**src/rtl/xlnxstream_rx_2018_3.sv**
```systemverilog
// AXI4-Stream slave that captures one packet into a local buffer, reports its
// length, modular sum and overflow status, then serves a word-per-cycle read-out.
module xlnxstream_rx_2018_3 #(
  parameter int C_S_AXIS_TDATA_WIDTH  = 32,
  parameter int NUMBER_OF_INPUT_WORDS = 8
) (
  input  logic                                           S_AXIS_ACLK,
  input  logic                                           S_AXIS_ARESET,
  output logic                                           S_AXIS_TREADY,
  input  logic [C_S_AXIS_TDATA_WIDTH-1:0]                S_AXIS_TDATA,
  input  logic [C_S_AXIS_TDATA_WIDTH/8-1:0]              S_AXIS_TSTRB,
  input  logic                                           S_AXIS_TLAST,
  input  logic                                           S_AXIS_TVALID,
  input  logic                                           RD_EN,
  output logic [C_S_AXIS_TDATA_WIDTH-1:0]                RD_DATA,
  output logic                                           PKT_VALID,
  output logic [$clog2(NUMBER_OF_INPUT_WORDS+1)-1:0]     PKT_LEN,
  output logic [C_S_AXIS_TDATA_WIDTH-1:0]                PKT_SUM,
  output logic                                           PKT_OVF
);

  localparam int W  = C_S_AXIS_TDATA_WIDTH;
  localparam int NB = C_S_AXIS_TDATA_WIDTH / 8;
  localparam int LW = $clog2(NUMBER_OF_INPUT_WORDS + 1);
  localparam int IW = (NUMBER_OF_INPUT_WORDS > 1) ? $clog2(NUMBER_OF_INPUT_WORDS) : 1;
  localparam logic [LW-1:0] LAST_IDX = LW'(NUMBER_OF_INPUT_WORDS - 1);

  typedef enum logic [1:0] {
    ST_IDLE = 2'd0,
    ST_RECV = 2'd1,
    ST_DROP = 2'd2,
    ST_HOLD = 2'd3
  } state_t;

  function automatic logic [W-1:0] mask_bytes(input logic [W-1:0] d, input logic [NB-1:0] strb);
    logic [W-1:0] m;
    m = '0;
    for (int i = 0; i < NB; i++) begin
      m[8*i +: 8] = strb[i] ? d[8*i +: 8] : 8'h00;
    end
    return m;
  endfunction

  state_t        state_q, state_d;
  logic [LW-1:0] wr_ptr_q, wr_ptr_d;
  logic [LW-1:0] rd_ptr_q, rd_ptr_d;
  logic [LW-1:0] pkt_len_q, pkt_len_d;
  logic [W-1:0]  pkt_sum_q, pkt_sum_d;
  logic          pkt_ovf_q, pkt_ovf_d;
  logic          pkt_valid_q, pkt_valid_d;
  logic [W-1:0]  rd_data_q, rd_data_d;
  logic [W-1:0]  mem_q [NUMBER_OF_INPUT_WORDS];
  logic          mem_we;
  logic [W-1:0]  beat_masked;
  logic          beat_acc;

  assign S_AXIS_TREADY = (state_q == ST_RECV) || (state_q == ST_DROP);
  assign beat_acc      = S_AXIS_TVALID && S_AXIS_TREADY;
  assign beat_masked   = mask_bytes(S_AXIS_TDATA, S_AXIS_TSTRB);

  always_comb begin
    state_d     = state_q;
    wr_ptr_d    = wr_ptr_q;
    rd_ptr_d    = rd_ptr_q;
    pkt_len_d   = pkt_len_q;
    pkt_sum_d   = pkt_sum_q;
    pkt_ovf_d   = pkt_ovf_q;
    pkt_valid_d = pkt_valid_q;
    rd_data_d   = rd_data_q;
    mem_we      = 1'b0;
    unique case (state_q)
      ST_IDLE: state_d = ST_RECV;
      ST_RECV: begin
        if (beat_acc) begin
          mem_we    = 1'b1;
          wr_ptr_d  = wr_ptr_q + LW'(1);
          pkt_len_d = pkt_len_q + LW'(1);
          pkt_sum_d = pkt_sum_q + beat_masked;
          if (S_AXIS_TLAST) begin
            state_d     = ST_HOLD;
            pkt_valid_d = 1'b1;
          end else if (wr_ptr_q == LAST_IDX) begin
            state_d   = ST_DROP;
            pkt_ovf_d = 1'b1;
          end
        end
      end
      ST_DROP: begin
        if (beat_acc && S_AXIS_TLAST) begin
          state_d     = ST_HOLD;
          pkt_valid_d = 1'b1;
        end
      end
      ST_HOLD: begin
        if (RD_EN && (rd_ptr_q < pkt_len_q)) begin
          rd_data_d = mem_q[rd_ptr_q[IW-1:0]];
          rd_ptr_d  = rd_ptr_q + LW'(1);
          // Delivering the final word releases the buffer for the next packet.
          if ((rd_ptr_q + LW'(1)) == pkt_len_q) begin
            state_d     = ST_RECV;
            pkt_valid_d = 1'b0;
            pkt_len_d   = '0;
            pkt_sum_d   = '0;
            pkt_ovf_d   = 1'b0;
            wr_ptr_d    = '0;
            rd_ptr_d    = '0;
          end
        end
      end
      default: state_d = ST_IDLE;
    endcase
  end

  always_ff @(posedge S_AXIS_ACLK) begin
    if (S_AXIS_ARESET) begin
      state_q     <= ST_IDLE;
      wr_ptr_q    <= '0;
      rd_ptr_q    <= '0;
      pkt_len_q   <= '0;
      pkt_sum_q   <= '0;
      pkt_ovf_q   <= 1'b0;
      pkt_valid_q <= 1'b0;
      rd_data_q   <= '0;
    end else begin
      state_q     <= state_d;
      wr_ptr_q    <= wr_ptr_d;
      rd_ptr_q    <= rd_ptr_d;
      pkt_len_q   <= pkt_len_d;
      pkt_sum_q   <= pkt_sum_d;
      pkt_ovf_q   <= pkt_ovf_d;
      pkt_valid_q <= pkt_valid_d;
      rd_data_q   <= rd_data_d;
    end
  end

  // Buffer storage carries no reset; only the pointers define its contents.
  always_ff @(posedge S_AXIS_ACLK) begin
    if (mem_we && !S_AXIS_ARESET) begin
      mem_q[wr_ptr_q[IW-1:0]] <= beat_masked;
    end
  end

  assign RD_DATA   = rd_data_q;
  assign PKT_VALID = pkt_valid_q;
  assign PKT_LEN   = pkt_len_q;
  assign PKT_SUM   = pkt_sum_q;
  assign PKT_OVF   = pkt_ovf_q;

endmodule
```
**config.mk**
```make
export PLATFORM = sky130hd
export DESIGN_NAME = xlnxstream_rx_2018_3
export DESIGN_NICKNAME = d
export VERILOG_FILES = /design/src/rtl/xlnxstream_rx_2018_3.sv
export SDC_FILE = /design/constraint.sdc
export NUM_CORES = 1
export LEC_CHECK = 0
export CORE_MARGIN = 2
export CORE_UTILIZATION = 40
export CTS_CLUSTER_SIZE = 10
export DETAILED_ROUTE_END_ITERATION = 7
export REMOVE_ABC_BUFFERS = 1
export SLEW_MARGIN = 20
export SYNTH_ARGS = -nofsm -noshare
export SYNTH_HDL_FRONTEND = slang
export SYNTH_SLANG_ARGS = --single-unit
```
**constraint.sdc**
```tcl
create_clock -name S_AXIS_ACLK -period 6.3 [get_ports S_AXIS_ACLK]
set_input_delay 0.63 -clock S_AXIS_ACLK [delete_from_list [all_inputs] [get_ports S_AXIS_ACLK]]
set_output_delay 0.63 -clock S_AXIS_ACLK [all_outputs]
set_load 0.05 [all_outputs]
```
==> impl_metrics.env <==
export IMPL_crit_path_max_fanout=9
export IMPL_synth_top_cell_area_share_pct=52.37
export IMPL_grt_overflow=0
export IMPL_n_antenna_cell=0
export IMPL_cp_start_kind="input port"
export IMPL_post_place_cells=1553
export IMPL_count_of_yosys_warnings_during_synthesis=0
export IMPL_seqPwrFrac_pct=47.5
export IMPL_cts_hold_buf=0
export IMPL_setup_tns_ns=0
export IMPL_clock_fmax_mhz=272.5
export IMPL_start_util_pct=40.39
export IMPL_nets=1211
export IMPL_path_clk_slew_ns=0.06
export IMPL_first_pass_grt_wire_length_mm=53.98
export IMPL_route_final_wire_length_mm=35.00
export IMPL_detail_route_antenna_nets=0
export IMPL_sequential_share_of_the_synthesized_area_pct=63.27
export IMPL_p_per_area_mw_per_mm2=295.7
export IMPL_criticalPathCategory="in2reg"
export IMPL_later_pin_clock_latency_in_the_skew_report_ns=0.52
export IMPL_clockRootBuffer="sky130_fd_sc_hd__clkbuf_16"
export IMPL_netlist_area_before_placement_mm2=0.01468
export IMPL_synth_largest_area_cell="sky130_fd_sc_hd__edfxtp_1"
export IMPL_timing_slew_headroom_pct=49.04
export IMPL_avgViaCountPerCell=5.462
export IMPL_antenna_found_initial=0
export IMPL_syn2layout_area_growth_pct=19.31
export IMPL_die_y_um=195.6
export IMPL_finish_instance_area_mm2=0.01752
export IMPL_hold_worst_slack_ns=0.4848
export IMPL_placedInstanceArea_mm2=0.01633
export IMPL_combinational_share_of_power_pct=12.0
export IMPL_final_core_util_pct=48.19
export IMPL_synth_ff_type="sky130_fd_sc_hd__edfxtp_1"
export IMPL_cellInternalPower_mw=3.863
export IMPL_skew_ns=0.01814
export IMPL_place_ws_ns=2.081
export IMPL_detailed_place_hpwl_mm=22.13
export IMPL_total_power_mw=5.180
export IMPL_ctsResizeCount=0
export IMPL_synth_distinct_cells=66
export IMPL_worst_ir_drop_vdd_uv=239.5
export IMPL_ys_ff_latch=336
export IMPL_rsz_0062_raised_after_global_routing="false"
export IMPL_vias_in_the_first_global_route=9043
export IMPL_ff2ff_path_depth=8
export IMPL_layoutNonFillerInstCount=1627
export IMPL_final_setup_viol_count=0
export IMPL_synth_async_sr_flop_share_pct=0
export IMPL_number_of_port_buffers=111
export IMPL_drt_iter0_markers=652
export IMPL_hp_start="wr_ptr_q[3]"
export IMPL_core_rowCount=70
export IMPL_crit_path_end_kind="register"
export IMPL_timing_critical_path_required_ns=6.77
export IMPL_drt_pass1_iter_count=7
export IMPL_h_tree_depth=2
export IMPL_fp_dieW_um=195.6
export IMPL_rr_startpoint="rd_ptr_q[1]"
export IMPL_globalplace_congestion=0.8772
export IMPL_cts_buffer_depth=3
export IMPL_post_route_period_util_pct=58.24
export IMPL_layout_setup_ws_ns=2.631
export IMPL_numCtsBuffers=40
export IMPL_clock_sink_count=336
export IMPL_cts_tree="built"
export IMPL_n_fill_cell=3128
export IMPL_layout_drive_gt1_share_pct=13.20
export IMPL_static_power_due_to_leakage_nw=5.756
export IMPL_slew_viol_final=0
export IMPL_drt_drc_violations_left=0
export IMPL_finalHoldViolations=0
export IMPL_grt_usage_pct=18.63
export IMPL_min_delay_worst_endpoint="wr_ptr_q[3]"
export IMPL_synthTopCellsByArea="sky130_fd_sc_hd__edfxtp_1, sky130_fd_sc_hd__dfxtp_1, sky130_fd_sc_hd__mux4_2"
export IMPL_grt_start_max_net_pins=51
export IMPL_post_synth_cell_area_avg_um2=14.56
export IMPL_crit_start="S_AXIS_TSTRB[0]"
export IMPL_via_count_of_the_routed_design=8887
export IMPL_total_switching_power_mw=1.316
export IMPL_count_of_boundary_i_o_pins=112
export IMPL_synth_edff_count=256
export IMPL_min_delay_path_class="reg2reg"
export IMPL_tightest_slew_ns=0.7644
export IMPL_cap_viol_max_count=0
export IMPL_final_period_minus_worst_setup_slack_ns=3.669
export IMPL_post_drt_wl_per_cell_um=21.51
export IMPL_postCtsSetupBuffers=0
export IMPL_most_common_cell_in_the_synthesized_netlist="sky130_fd_sc_hd__edfxtp_1"
export IMPL_netlist_top_cells_count="sky130_fd_sc_hd__edfxtp_1, sky130_fd_sc_hd__nor2_1, sky130_fd_sc_hd__dfxtp_1, sky130_fd_sc_hd__mux4_2, sky130_fd_sc_hd__nand2_1"
export IMPL_timing_reg2reg_setup_slack_ns=2.77
export IMPL_dieArea_mm2=0.03825
export IMPL_netlist_instances=1008
export IMPL_fp_coreArea_mm2=0.03635
export IMPL_outcome="finished, final reports clean"
export IMPL_worst_endpoint_arrival_ns=4.14
export IMPL_terminus_of_the_critical_flop_to_flop_path="RD_DATA[27]"
export IMPL_power_share_clock_pct=40.5
export IMPL_hold_path_cell_count=1
export IMPL_power_switching_share_pct=25.41
## final cells by class
| cell class | count | area, µm² | area share [%] |
|---|---|---|---|
| Clock buffer | 70 | 1145 | 6.536 |
| Sequential cell | 336 | 9295 | 53.07 |
| Clock inverter | 4 | 31.28 | 0.1786 |
| Timing Repair Buffer | 127 | 1230 | 7.022 |
| Tap cell | 468 | 585.6 | 3.343 |
| Inverter | 15 | 56.30 | 0.3215 |
| Multi-Input combinational cell | 607 | 5172 | 29.53 |
## power groups by stage
stage	Sequential (mW)	Combinational (mW)	Clock, mW
2_1_floorplan	2.56	0.345	0
3_3_place_gp	2.51	0.616	0
3_5_place_dp	2.51	0.620	0
4_1_cts	2.46	0.623	2.13
5_1_grt	2.46	0.680	2.22
6_report	2.46	0.622	2.10
## layer usage
metal / vias to the layer above / wire length (µm) / track usage, %
met1: 4483 / 16020 / 25.85
met4: 0 / 597 / 4.722
li1: 4153 / - / -
met3: 47 / 1575 / 2.815
met5: - / 0 / 0
met2: 204 / 16810 / 30.86
## cells by family (layout without fill, tap and decap cells)
logic type	Yosys count	in the layout	share of synthesized area, %
AOI/OAI and AO/OA	186	186	8.753
xor gates and xnor gates	27	27	1.662
adders and majority gates	43	43	3.716
buffers and inverters	65	216	1.926
DFF	336	336	63.27
muxes	103	103	12.48
and+or+nand+nor	248	248	8.191
## how the worst max path moves through the flow
stage / depth (start not counted) / slack (ns) / to
finish: 13 / 2.63 / PKT_SUM[26]
global route: 13 / 2.30 / PKT_SUM[26]
CTS: 9 / 2.57 / PKT_SUM[28]
detailed placement: 13 / 2.08 / PKT_SUM[26]
global placement: 13 / 2.18 / PKT_SUM[26]
floorplan: 10 / 1.12 / PKT_SUM[30]
## layout by cell type (no fill, tap or decap), drive strengths merged, types with 17 or more instances in the layout
cell type	Yosys	final
nand2	50	50
mux2i	39	39
buf	20	17
clkdlybuf4s50	0	110
nor2	92	92
a211oi	39	39
inv	15	17
mux4	64	64
a22oi	17	17
o21ai	35	35
ha	42	42
dfxtp	80	80
a21oi	39	39
clkbuf	30	70
and2	35	35
edfxtp	256	256
## critical path, cell delays in order
cell and delay (ns):
sky130_fd_sc_hd__clkdlybuf4s50_1 0.58, sky130_fd_sc_hd__and2_1 0.34, sky130_fd_sc_hd__ha_1 0.25, sky130_fd_sc_hd__inv_1 0.06, sky130_fd_sc_hd__fa_1 0.40, sky130_fd_sc_hd__nor2b_1 0.20
sky130_fd_sc_hd__o31ai_2 0.10, sky130_fd_sc_hd__a31oi_2 0.29, sky130_fd_sc_hd__a41oi_2 0.19, sky130_fd_sc_hd__o211ai_2 0.27, sky130_fd_sc_hd__a31oi_1 0.22, sky130_fd_sc_hd__or4_1 0.51
sky130_fd_sc_hd__nand3_1 0.09
## flip-flops by register name, summed over array words and instances, names as in the netlist, 2 cells and up
signal	cells
RD_DATA	32
PKT_SUM	32
wr_ptr_q	4
state_q	2
mem_q	256
PKT_LEN	4
rd_ptr_q	4
(Power assumes the default switching activity.)
